==> config.mk <==
export PLATFORM = sky130hd
export DESIGN_NAME = bcd_subtractor_serial
export DESIGN_NICKNAME = d
export VERILOG_FILES = /design/src/rtl/bcd_pkg.sv /design/src/rtl/bcd_digit_sub.sv /design/src/rtl/bcd_subtractor_serial.sv
export SDC_FILE = /design/constraint.sdc
export NUM_CORES = 1
export LEC_CHECK = 0
export BUFFER_PORTS_ARGS = -buffer_cell sky130_fd_sc_hd__buf_2
export CORE_MARGIN = 1
export CORE_UTILIZATION = 59
export DETAILED_ROUTE_END_ITERATION = 16
export PLACE_DENSITY = 0.83
export SLEW_MARGIN = 20
export SYNTH_ARGS = -nofsm -noshare
export SYNTH_HDL_FRONTEND = slang
export SYNTH_SLANG_ARGS = --single-unit
export TNS_END_PERCENT = 10
==> constraint.sdc <==
create_clock -name clk -period 5.29 [get_ports clk]
set_input_delay 0.2645 -clock clk [delete_from_list [all_inputs] [get_ports clk]]
set_output_delay 0.2645 -clock clk [all_outputs]
set_load 0.005 [all_outputs]
==> src/rtl/bcd_pkg.sv <==
// Shared BCD arithmetic types and constants for the digit-serial subtractor
// and its single-digit datapath.
package bcd_pkg;

    localparam int BCD_W     = 4;
    localparam logic [3:0] BCD_MAX = 4'd9;
    localparam int BCD_RADIX = 10;

    typedef logic [BCD_W-1:0] bcd_digit_t;

    typedef enum logic [1:0] {
        IDLE = 2'd0,
        RUN  = 2'd1,
        FIX  = 2'd2,
        DONE = 2'd3
    } bcd_sub_state_t;

endpackage

==> src/rtl/bcd_digit_sub.sv <==
// Combinational single-digit BCD subtractor: d = x - y - bin, with a +10
// correction and a borrow out whenever the raw difference goes negative.
import bcd_pkg::*;

module bcd_digit_sub (
    input  bcd_digit_t x,
    input  bcd_digit_t y,
    input  logic       bin,
    output bcd_digit_t d,
    output logic       bout
);

    logic [4:0] t;
    logic [4:0] t_corr;

    // Five-bit two's-complement difference; bit 4 is the sign for valid digits.
    always_comb begin
        t      = {1'b0, x} - {1'b0, y} - {4'b0000, bin};
        t_corr = t + 5'(BCD_RADIX);
        bout   = t[4];
        d      = bout ? t_corr[3:0] : t[3:0];
    end

endmodule

==> src/rtl/bcd_subtractor_serial.sv <==
// Digit-serial packed-BCD subtractor, diff = a - b - borrow_in, LSD first.
// Optional BCD_SUB_SIGN_MAG_EN: negative results are re-complemented to sign/magnitude.
//
// state | meaning
// IDLE  | waiting for start; operands, borrow and invalid latched on accept
// RUN   | one digit of a - b - brw per cycle, LSD first
// FIX   | one digit of 0 - diff per cycle to recover the magnitude
// DONE  | single-cycle done pulse, results stable
import bcd_pkg::*;

module bcd_subtractor_serial #(
    parameter int DIGITS = 4,
    parameter int DW     = 4 * DIGITS
) (
    input  logic          clk,
    input  logic          rst,
    input  logic          start,
    input  logic [DW-1:0] a,
    input  logic [DW-1:0] b,
    input  logic          borrow_in,
    output logic          busy,
    output logic          done,
    output logic [DW-1:0] diff,
    output logic          borrow_out,
    output logic          invalid,
    output logic          neg
);

    localparam int IDX_W = (DIGITS > 1) ? $clog2(DIGITS) : 1;
    localparam logic [IDX_W-1:0] IDX_LAST = IDX_W'(DIGITS - 1);

    bcd_sub_state_t state, state_nxt;

    logic [DW-1:0]    a_q;
    logic [DW-1:0]    b_q;
    logic [DW-1:0]    diff_q;
    logic [IDX_W-1:0] idx;
    logic             brw;
    logic             borrow_out_q;
    logic             invalid_q;
    logic             nib_bad;
    logic             last_digit;
    bcd_digit_t       dx, dy, dd;
    logic             dbout;

    always_comb begin
        nib_bad = 1'b0;
        for (int i = 0; i < DIGITS; i++) begin
            if (a[i*BCD_W +: BCD_W] > BCD_MAX || b[i*BCD_W +: BCD_W] > BCD_MAX)
                nib_bad = 1'b1;
        end
    end

    // FIX reuses the same digit slice with a zero minuend and diff as subtrahend.
    always_comb begin
        dx = a_q[idx*BCD_W +: BCD_W];
        dy = b_q[idx*BCD_W +: BCD_W];
        if (state == FIX) begin
            dx = '0;
            dy = diff_q[idx*BCD_W +: BCD_W];
        end
    end

    bcd_digit_sub u_digit (
        .x    (dx),
        .y    (dy),
        .bin  (brw),
        .d    (dd),
        .bout (dbout)
    );

    assign last_digit = (idx == IDX_LAST);

    always_ff @(posedge clk) begin
        if (rst) state <= IDLE;
        else     state <= state_nxt;
    end

    always_comb begin
        state_nxt = state;
        case (state)
            IDLE: if (start) state_nxt = RUN;
            RUN: begin
                if (last_digit) begin
`ifdef BCD_SUB_SIGN_MAG_EN
                    if (dbout && !invalid_q) state_nxt = FIX;
                    else                     state_nxt = DONE;
`else
                    state_nxt = DONE;
`endif
                end
            end
            FIX:  if (last_digit) state_nxt = DONE;
            DONE: state_nxt = IDLE;
            default: state_nxt = IDLE;
        endcase
    end

    always_ff @(posedge clk) begin
        if (rst) begin
            a_q          <= '0;
            b_q          <= '0;
            diff_q       <= '0;
            idx          <= '0;
            brw          <= 1'b0;
            borrow_out_q <= 1'b0;
            invalid_q    <= 1'b0;
        end else begin
            case (state)
                IDLE: begin
                    if (start) begin
                        a_q          <= a;
                        b_q          <= b;
                        brw          <= borrow_in;
                        idx          <= '0;
                        diff_q       <= '0;
                        borrow_out_q <= 1'b0;
                        invalid_q    <= nib_bad;
                    end
                end
                RUN: begin
                    // Invalid operands leave diff at its cleared value.
                    if (!invalid_q) diff_q[idx*BCD_W +: BCD_W] <= dd;
                    brw <= dbout;
                    idx <= last_digit ? '0 : idx + 1'b1;
                    if (last_digit) begin
                        borrow_out_q <= dbout && !invalid_q;
                        if (dbout && !invalid_q) brw <= 1'b0;
                    end
                end
                FIX: begin
                    diff_q[idx*BCD_W +: BCD_W] <= dd;
                    brw <= dbout;
                    idx <= last_digit ? '0 : idx + 1'b1;
                    if (last_digit) borrow_out_q <= 1'b1;
                end
                default: ;
            endcase
        end
    end

`ifdef BCD_SUB_SIGN_MAG_EN
    logic neg_q;

    always_ff @(posedge clk) begin
        if (rst)                              neg_q <= 1'b0;
        else if (state == IDLE && start)      neg_q <= 1'b0;
        else if (state == FIX && last_digit)  neg_q <= 1'b1;
    end

    assign neg = neg_q;
`else
    assign neg = 1'b0;
`endif

    assign busy       = (state == RUN) || (state == FIX);
    assign done       = (state == DONE);
    assign diff       = diff_q;
    assign borrow_out = borrow_out_q;
    assign invalid    = invalid_q;

endmodule
==> qor.yml, run 1 <==
status:
  status: "complete, no violations"
layout:
  antenna_cells_inserted: 0
  mostFrequentLayoutCell: "nand2_1"
  final_core_utilization: 0.709
  finalNetCount: 433
  layout.cells.most_common_list: "99 x nand2_1, 55 x dfxtp_1, 55 x buf_2, 44 x a21oi_1, 14 x ha_1"
  stdcell_count: 434
  finalInstanceArea_um2: 3190
  drive_above_1_share: 0.209
  layout_stage_area_growth_over_the_synthesis_result_pct: 12.2
power_and_ir_drop:
  power_switching_share: 0.320
  power_frac_comb: 0.242
  intPower_uw: 621
  total_leakage_power_nw: 1.33
  part_of_the_power_in_registers: 0.496
  p_switching_uw: 293
  share_clk_of_total_power: 0.262
  cell_area_power_density_nw_per_um2: 286
  vdd_drop_max_mv: 0.194
clock_tree:
  clock_sinks: 55
  post_cts_repair_resize_count: 0
  postCtsSetupRepairBufs: 0
  worstSkewPairLatency_ns: 0.32
  cts.htree.levels: 2
  cts_tree: "yes"
  tritoncts.num_buffers: 5
  holdBufCountCts: 0
  clkSlewWorstSetupHoldPaths_ns: 0.11
  root_buffer: "clkbuf_8"
  clock_path_buffers: 2
setup_path:
  crit_path_max_fanout: 18
  crit_path_end_kind: "flop"
  cp_cell_sequence: "mux4_2 -> nand2_1 -> nand2_1 -> fa_1 -> inv_1 -> fa_1 -> ha_1 -> nor4bb_1 -> a21oi_1 -> o211ai_1 -> xnor2_2 -> o21ai_1"
  max_stage_delay_ns: 0.89
  regToRegSetupSlack_ns: 1.57
  cp_num_buf_inv: 1
  r2r_end: "diff[11]$_SDFFE_PP0P_"
  timing.reg2reg.worst_path_depth: 12
  timing.setup.critical_path_class: "reg -> reg"
  start_kind: "flop"
  cp.arrival_ns: 3.93
  timing.critical_path.max_delay_family: "adder cells"
  timing.critical_path.slowest_stage_cell: "dfxtp_1"
  required_time_of_the_worst_setup_path_ns: 5.50
  worstReg2RegStart: "idx[0]$_SDFFE_PP0P_"
timing:
  rsz_0062_raised_after_global_routing: "false"
  max_slew_margin: 0.411
  final.setup.tns_ns: 0
  clock_skews_ns: 0.0112
  fmax_ghz: 0.269
  post-route-period-util: 0.703
  timing.final.hold_violations: 0
  final_worst_slack_ns: 1.57
  setup_viol: 0
  tightest_slew_ns: 0.884
  finalMaxSlewViolations: 0
  final.min_clock_period_ns: 3.72
die:
  top_level_ports: 57
  fp-row-count: 24
  die-width_um: 71.5
  die_area_um2: 5110
  initial_utilization: 0.632
  fp.dieH_um: 71.5
  core-area_um2: 4500
yosys:
  synthesis.yosys.warnings: 0
  post_synth.cell_area_avg_um2: 8.40
  post_synth_inst_count: 339
  number_of_synthesized_register_bits: 55
  synthesis.nets: 391
  mappedNetlistArea_um2: 2850
  ys_seq_area_frac: 0.387
  netlist-cell-type-count: 44
hold_path:
  timing.hold.worst.start: "a[8]"
  hold_wc_path_type: "in -> reg"
  min_delay_path_depth: 3
  hold-path-endpoint: "a_q[8]$_SDFFE_PP0P_"
global_route:
  grt_antenna_before_repair: 0
  remaining_global_route_overflow: 0
  pin_count_of_the_biggest_net_entering_global_routing: 51
  grt_pass1_vias: 2413
  grtUsageTotal: 0.283
  first_pass_grt_wire_length_um: 11100
detailed_routing:
  drt-wirelength-per-cell_um: 15.5
  via_per_inst: 5.80
  drc: 0
  drt_pre_antenna_iters: 4
  via_count: 2516
  wirelength_um: 6720
  antenna_violating_nets_left: 0
  detailedRoute.firstIterationViolations: 163
run:
  maxCapViolations: 0
placement:
  port-buffer-count: 55
  dpl_worst_slack_ns: 1.54
  place.detailed.instances: 426
  place.gp.congestion: 0.922
  detailedPlacementHpwl_um: 5030
  place_area_um2: 3100
-- cell usage after synthesis --
cell | count | share of area
nand2_1 | 100 | 0.13
dfxtp_1 | 55 | 0.39
a21oi_1 | 44 | 0.077
ha_1 | 14 | 0.062
clkbuf_1 | 12 | 0.016
o21ai_1 | 12 | 0.021
inv_1 | 11 | 0.015
o21ai_0 | 10 | 0.018
mux4_2 | 9 | 0.071
nand2b_1 | 8 | 0.018
nor2_1 | 8 | 0.011
a211oi_1 | 3 | 0.0079
buf_1 | 3 | 0.0040
buf_2 | 3 | 0.0053
mux4_1 | 3 | 0.028
nand3_1 | 3 | 0.0053
nor3_1 | 3 | 0.0053
o211ai_1 | 3 | 0.0079
a22oi_1 | 2 | 0.0053
and2_1 | 2 | 0.0044
fa_1 | 2 | 0.014
mux2i_1 | 2 | 0.0070
nand3b_2 | 2 | 0.0079
nand4_1 | 2 | 0.0044
nor4b_1 | 2 | 0.0062
or3_1 | 2 | 0.0044
xnor2_2 | 2 | 0.011
a21boi_0 | 1 | 0.0026
a21oi_2 | 1 | 0.0031
a2bb2oi_1 | 1 | 0.0031
a311oi_1 | 1 | 0.0031
a31oi_1 | 1 | 0.0022
and2b_1 | 1 | 0.0026
and3_1 | 1 | 0.0022
buf_4 | 1 | 0.0026
buf_6 | 1 | 0.0040
conb_1 | 1 | 0.0013
inv_2 | 1 | 0.0013
nand3b_1 | 1 | 0.0026
nor2b_1 | 1 | 0.0022
nor4bb_1 | 1 | 0.0035
o41ai_1 | 1 | 0.0031
xnor2_1 | 1 | 0.0031
xor2_1 | 1 | 0.0031
-- metrics by stage --
step           total power, mW  hold slack [ns]
2_1_floorplan            0.622            0.400
3_3_place_gp             0.672            0.440
3_5_place_dp             0.680            0.448
4_1_cts                  0.914            0.166
5_1_grt                  0.958            0.180
6_report                 0.914            0.167
-- cell type report --
type,count,area [um^2]
multi-input combinational,252,1610
clock buffer,5,68.8
inverter,12,45.0
tap,52,65.1
timing repair buffer,55,275
sequential,55,1100
fill,383,1310
clock inverter,3,25.0
-- worst max-delay path by stage --
stage | cells past startpoint | from | to
floorplan | 16 | state[0]$_SDFFE_PP0P_ | diff[11]$_SDFFE_PP0P_
detailed placement | 12 | idx[0]$_SDFFE_PP0P_ | diff[15]$_SDFFE_PP0P_
CTS | 12 | idx[0]$_SDFFE_PP0P_ | diff[11]$_SDFFE_PP0P_
finish | 12 | idx[0]$_SDFFE_PP0P_ | diff[11]$_SDFFE_PP0P_
global placement | 12 | idx[0]$_SDFFE_PP0P_ | diff[11]$_SDFFE_PP0P_
global route | 12 | idx[0]$_SDFFE_PP0P_ | diff[3]$_SDFFE_PP0P_
-- logic make-up (layout without fill, tap and decap cells) --
kind of cell               Yosys count  in the layout  synth area share
and+or+nand+nor                    137            137             0.211
adders and majority gates           16             16            0.0756
muxes                               14             14             0.106
DFF                                 55             55             0.387
AOI/OAI and AO/OA                   80             80             0.154
other                                1              1           0.00132
buffers and inverters               32             75            0.0475
xor gates and xnor gates             4              4            0.0176
-- worst min-delay path, delay by kind of cell --
family	cells	cell delay (ns)
AND/OR/NAND/NOR	1	0.04
AO/OA/AOI/OAI	1	0.05
buffers and inverters	1	0.09
-- state kept, by name, summed over array words and instances, names as in the netlist --
register    count
a_q            16
b_q            16
borrow_out      1
brw             1
diff           16
idx             2
invalid         1
state           2
-- power by group through the flow --
| stage | registers [mW] | clock network, mW | logic [mW] |
|---|---|---|---|
| 2_1_floorplan | 0.454 | 0 | 0.168 |
| 4_1_cts | 0.454 | 0.242 | 0.219 |
| 3_3_place_gp | 0.463 | 0 | 0.210 |
| 6_report | 0.453 | 0.240 | 0.221 |
| 5_1_grt | 0.456 | 0.258 | 0.244 |
| 3_5_place_dp | 0.463 | 0 | 0.217 |
-- per-layer routing --
layer	share of wire	track usage	vias up
met5	0	0	-
met4	0.014	0.0937	0
met3	0.039	0.0436	9
met2	0.50	0.487	70
met1	0.44	0.369	1196
li1	-	-	1241
No activity file was read; power rests on OpenSTA's default activity.
==> run 2, diff against run 1 <==
Settings changed: CORE_UTILIZATION 59 to 49, PLACE_DENSITY 0.83 to 0.73.
Clock period 5.29 ns to 3.4 ns, I/O delays scaled along.
==> run 2 against run 1 <==
  * Fmax is 15% higher
  * Sequential share of layout area is 0.64 points lower
  * Worst setup slack worse by 1.4 ns
  * Sequential cell count stayed put
  * Cell count is 6.0% higher
  * Routed wire length is 2.4% higher
  * Register-to-register slack worse by 1.4 ns
  * Global-route usage is 4.3 points lower
  * Critical endpoint is now diff[15]$_SDFFE_PP0P_
  * Largest cell class unchanged
==> qor.yml, run 2 (synthesis gave the netlist of run 1 again) <==
status:
  status: "complete, no violations"
setup_path:
  worstReg2RegStart: "state[1]$_SDFFE_PP0P_"
  timing.reg2reg.worst_path_depth: 13  # +1
  required_time_of_the_worst_setup_path_ns: 3.61  # -1.89 ns
  regToRegSetupSlack_ns: 0.17  # -1.40 ns
  timing.setup.critical_path_class: "reg -> reg"
  start_kind: "flop"
  crit_path_max_fanout: 5  # -13
  cp.arrival_ns: 3.43  # -0.50 ns
  r2r_end: "diff[15]$_SDFFE_PP0P_"
  crit_path_end_kind: "flop"
timing:
  tightest_slew_ns: 0.926  # +0.0425 ns
  final.min_clock_period_ns: 3.23  # -0.493 ns
  worst_hold_slack_ns: 0.0806  # -0.0864 ns
  fmax_ghz: 0.310  # +15%
  final.setup.tns_ns: 0  # unchanged
  clock_skews_ns: 0.00586  # -0.00531 ns
  setup_viol: 0  # unchanged
  final_worst_slack_ns: 0.172  # -1.40 ns
  post-route-period-util: 0.949  # +0.246
  rsz_0062_raised_after_global_routing: "false"
  timing.final.hold_violations: 0  # unchanged
  finalMaxSlewViolations: 0  # unchanged
  max_slew_margin: 0.382  # -0.0283
layout:
  layout.cells.most_common_list: "99 x nand2_1, 55 x buf_2, 54 x dfxtp_1, 44 x a21oi_1, 13 x ha_1"
  combined_area_of_the_multi_input_logic_cells_um2: 1620  # about the same
  stdcell_count: 460  # +6.0%
  ff_latch_area_um2: 1100  # +0.11%
  drive_above_1_share: 0.222  # +0.0122
  final_core_utilization: 0.588  # -0.121
  antenna_cells_inserted: 0  # unchanged
  mostFrequentLayoutCell: "nand2_1"
  finalNetCount: 439  # +1.4%
  nFillCells: 528  # +38%
  layout_stage_area_growth_over_the_synthesis_result_pct: 14.5
  finalInstanceArea_um2: 3260  # +2.0%
detailed_routing:
  antenna_violating_nets_left: 0  # unchanged
  via_per_inst: 5.52  # -4.8%
  drc: 0  # unchanged
  drt-wirelength-per-cell_um: 15.0  # -3.4%
  drt_pre_antenna_iters: 4  # unchanged
  via_count: 2539  # +0.91%
  detailedRoute.firstIterationViolations: 121  # -26%
  wirelength_um: 6880  # +2.4%
placement:
  port-buffer-count: 55  # unchanged
  place.detailed.instances: 452  # +6.1%
  detailedPlacementHpwl_um: 5280  # +4.9%
  dpl_worst_slack_ns: 0.103  # -1.44 ns
  place.gp.congestion: 0.889  # -3.5%
  place_area_um2: 3170  # +2.3%
power_and_ir_drop:
  cell_area_power_density_nw_per_um2: 433  # +51%
  design_power_total_mw: 1.41  # +54%
  vdd_drop_max_mv: 0.368  # +90%
  total_leakage_power_nw: 1.35  # +2.0%
clock_tree:
  cts_tree: "yes"
  clkSlewWorstSetupHoldPaths_ns: 0.10  # about the same
  clock_path_buffers: 2  # unchanged
  clock_sinks: 55  # unchanged
  post_cts_repair_resize_count: 0  # unchanged
  worstSkewPairLatency_ns: 0.31  # about the same
  tritoncts.num_buffers: 5  # unchanged
  root_buffer: "clkbuf_8"
  postCtsSetupRepairBufs: 0  # unchanged
  holdBufCountCts: 0  # unchanged
  cts.htree.levels: 2  # unchanged
hold_path:
  hold_wc_path_type: "in -> reg"
  min_delay_path_depth: 3  # unchanged
  timing.hold.worst.start: "a[0]"
  hold-path-endpoint: "a_q[0]$_SDFFE_PP0P_"
global_route:
  remaining_global_route_overflow: 0  # unchanged
  grtUsageTotal: 0.241  # -0.0428
  pin_count_of_the_biggest_net_entering_global_routing: 51  # unchanged
  grt_pass1_vias: 2397  # -0.66%
  first_pass_grt_wire_length_um: 11500  # +3.2%
  grt_antenna_before_repair: 0  # unchanged
die:
  die_area_um2: 6120  # +20%
  die-width_um: 78.2  # +9.5%
  fp-row-count: 27  # +13%
  core-area_um2: 5540  # +23%
  fp.dieH_um: 78.2  # +9.5%
  top_level_ports: 57  # unchanged
  initial_utilization: 0.514  # -0.118
run:
  maxCapViolations: 0  # unchanged
-- run 2: worst max-delay path, cell delays in order (launching register included) --
cell and delay [ns]:
dfxtp_1 0.42, ha_2 0.26, mux4_2 0.30, nand2_1 0.08, nand2_1 0.07, fa_1 0.39
inv_1 0.10, fa_1 0.46, ha_1 0.23, nor4bb_1 0.29, a21oi_1 0.07, o211ai_1 0.15
xnor2_2 0.18, o21ai_1 0.10
-- run 2: worst max-delay path by stage --
stage	endpoint	slack [ns]	cells after the start	startpoint
3_5_place_dp	diff[15]$_SDFFE_PP0P_	0.10	14	state[0]$_SDFFE_PP0P_
4_1_cts	diff[3]$_SDFFE_PP0P_	0.09	14	state[0]$_SDFFE_PP0P_
5_1_grt	diff[15]$_SDFFE_PP0P_	0.02	14	state[0]$_SDFFE_PP0P_
3_3_place_gp	diff[11]$_SDFFE_PP0P_	0.26	14	state[0]$_SDFFE_PP0P_
6_report	diff[15]$_SDFFE_PP0P_	0.17	13	state[1]$_SDFFE_PP0P_
2_1_floorplan	diff[11]$_SDFFE_PP0P_	0.04	14	idx[0]$_SDFFE_PP0P_
-- run 2: report_power, final --
part | internal, mW | switching [mW] | leakage [nW]
registers | 0.678 | 0.0222 | 0.449
clock network | 0.144 | 0.212 | 0.0412
logic | 0.145 | 0.208 | 0.862
-- run 2: final cells by class --
cell class / instances / area share
Clock buffer: 6 / 0.0223
Clock inverter: 2 / 0.00384
Inverter: 12 / 0.0138
Multi-Input combinational cell: 252 / 0.496
Sequential cell: 55 / 0.338
Tap cell: 72 / 0.0276
Timing Repair Buffer: 61 / 0.0983
-- run 2: routing by layer --
| layer | share of wire | vias up | global-route usage |
|---|---|---|---|
| li1 | - | 1261 | - |
| met1 | 0.45 | 1199 | 0.301 |
| met2 | 0.49 | 70 | 0.419 |
| met3 | 0.053 | 9 | 0.0640 |
| met4 | 0.010 | 0 | 0.0426 |
| met5 | 0 | - | 0 |
==> run 3, diff against run 2 <==
Settings changed: CORE_UTILIZATION 49 to 51, CTS_BUF_LIST set to sky130_fd_sc_hd__clkbuf_8, PLACE_DENSITY 0.73 to 0.76, RECOVER_POWER set to 25.
==> run 3 against run 2 <==
  * Clock-buffer cell count shrank 1
  * Fmax grew 1.4%
  * Sequential share of layout area decreased by 0.31 points
  * Sequential cell count is the same
  * Routed wire length fell by 0.57%
  * Cell count is 0.65% lower
  * First-iteration DRC count increased by 23%
  * Design area rose by 0.92%
  * Power is 10% higher
==> qor.yml, run 3 (synthesis gave the netlist of run 1 again) <==
status:
  status: "complete, no violations"
global_route:
  grtUsageTotal: 0.244  # +0.00296
  grt_pass1_vias: 2316  # -3.4%
  grt_antenna_before_repair: 0  # unchanged
  first_pass_grt_wire_length_um: 11100  # -3.4%
  pin_count_of_the_biggest_net_entering_global_routing: 51  # unchanged
  remaining_global_route_overflow: 0  # unchanged
timing:
  final.min_clock_period_ns: 3.18  # -0.0449 ns
  max_slew_margin: 0.277  # -0.106
  post-route-period-util: 0.936  # -0.0132
  setup_viol: 0  # unchanged
  tightest_slew_ns: 1.08  # +0.156 ns
  finalMaxSlewViolations: 0  # unchanged
  final.setup.tns_ns: 0  # unchanged
  fmax_ghz: 0.314  # +1.4%
  clock_skews_ns: 0.0127  # +0.00683 ns
  timing.final.hold_violations: 0  # unchanged
  worst_hold_slack_ns: 0.0771  # -0.00346 ns
  rsz_0062_raised_after_global_routing: "false"
power_and_ir_drop:
  total_leakage_power_nw: 1.37  # +1.2%
  part_of_the_power_in_registers: 0.450  # -0.047
  p_switching_uw: 441  # -0.49%
  cell_area_power_density_nw_per_um2: 472  # +9.2%
  share_clk_of_total_power: 0.326  # +0.073
  vdd_drop_max_mv: 0.302  # -18%
  intPower_mw: 1.11  # +15%
  power_switching_share: 0.284  # -0.0305
  power_frac_comb: 0.224  # -0.026
setup_path:
  crit_path_max_fanout: 5  # unchanged
  start_kind: "flop"
  regToRegSetupSlack_ns: 0.22  # +0.04 ns
  crit_path_end_kind: "flop"
  cp.arrival_ns: 3.38  # -0.05 ns
  timing.setup.critical_path_class: "reg -> reg"
  required_time_of_the_worst_setup_path_ns: 3.60  # about the same
die:
  initial_utilization: 0.543  # +0.0297
  fp.dieH_um: 76.7  # -1.9%
  top_level_ports: 57  # unchanged
  die-width_um: 76.7  # -1.9%
  core-area_um2: 5240  # -5.5%
  fp-row-count: 26  # -3.7%
  die_area_um2: 5880  # -3.8%
clock_tree:
  postCtsSetupRepairBufs: 0  # unchanged
  clkSlewWorstSetupHoldPaths_ns: 0.10  # about the same
  worstSkewPairLatency_ns: 0.32  # about the same
  root_buffer: "clkbuf_8"
  clock_path_buffers: 2  # unchanged
  tritoncts.num_buffers: 5  # unchanged
  cts.htree.levels: 2  # unchanged
  clock_sinks: 55  # unchanged
  cts_tree: "yes"
detailed_routing:
  antenna_violating_nets_left: 0  # unchanged
  via_per_inst: 5.40  # -2.1%
  drc: 0  # unchanged
  via_count: 2469  # -2.8%
  drt-wirelength-per-cell_um: 15.0  # about the same
  detailedRoute.firstIterationViolations: 149  # +23%
  drt_pre_antenna_iters: 4  # unchanged
  wirelength_um: 6840  # -0.57%
layout:
  antenna_cells_inserted: 0  # unchanged
  layout.cells.most_common_list: "100 x nand2_1, 54 x dfxtp_1, 53 x buf_2, 44 x a21oi_1, 14 x ha_1"
  layout_stage_area_growth_over_the_synthesis_result_pct: 15.5
  finalNetCount: 438  # -0.23%
  nFillCells: 466  # -12%
  drive_above_1_share: 0.209  # -0.0123
  finalInstanceArea_um2: 3290  # +0.92%
  mostFrequentLayoutCell: "nand2_1"
hold_path:
  hold_wc_path_type: "in -> reg"
placement:
  port-buffer-count: 55  # unchanged
  detailedPlacementHpwl_um: 5240  # -0.71%
  place.gp.congestion: 0.913  # +2.7%
  place_area_um2: 3160  # -0.32%
run:
  maxCapViolations: 0  # unchanged
-- run 3: repair_timing --
action | in CTS | in global routing
resized for setup | 0 | 1
hold buffers | 0 | 0
endpoints found under the setup margin | 0 | 4
endpoints found under the hold margin | 0 | 0
-- run 3: power groups by stage --
stage	logic, mW	clock network [mW]	registers (mW)
global placement	0.337	0	0.713
CTS	0.346	0.513	0.700
finish	0.348	0.506	0.700
floorplan	0.261	0	0.707
detailed placement	0.345	0	0.715
global route	0.385	0.539	0.704
-- run 3: path summary, 6_finish.rpt --
kind	to	from	cells after the start
setup reg to reg	diff[11]$_SDFFE_PP0P_	state[0]$_SDFFE_PP0P_	14
hold / removal	b_q[4]$_SDFFE_PP0P_	b[4]	3
setup / recovery	diff[11]$_SDFFE_PP0P_	state[0]$_SDFFE_PP0P_	14
hold reg to reg	b_q[1]$_SDFFE_PP0P_	b_q[1]$_SDFFE_PP0P_	2
-- run 3: metrics by stage --
step | worst slack, ns | util | instances | power, mW
2_1_floorplan | 0.0369 | - | 339 | 0.967
3_3_place_gp | 0.283 | 0.603 | 449 | 1.05
3_5_place_dp | 0.138 | 0.603 | 449 | 1.06
4_1_cts | 0.142 | 0.628 | 457 | 1.56
5_1_grt | 0.0226 | 0.628 | 457 | 1.63
6_report | 0.217 | 0.628 | 457 | 1.55
-- run 3: routing by layer --
metal / wire length [um] / GRT usage
met5: 0 / 0
met4: 127 / 0.0923
met3: 312 / 0.0405
met2: 3280 / 0.399
met1: 3130 / 0.321
-- run 3: worst max-delay path: stages, from the launching register on --
cell and delay, ns:
dfxtp_2 0.38, inv_1 0.07, ha_1 0.24, mux4_2 0.29
nand2_1 0.08, nand2_1 0.07, fa_1 0.38, inv_1 0.11
fa_1 0.46, ha_1 0.24, nor4bb_1 0.27, a21oi_1 0.07
o211ai_1 0.14, xnor2_2 0.19, o21ai_1 0.10
-- run 3: cell type report --
cell class                      instances  area [um^2]  share of cell area
Timing Repair Buffer                   60          310              0.0944
Clock inverter                          3         63.8              0.0194
Clock buffer                            5         68.8              0.0209
Inverter                               12         45.0              0.0137
Multi-Input combinational cell        252         1610               0.490
Tap cell                               70         87.6              0.0266
Sequential cell                        55         1100               0.335
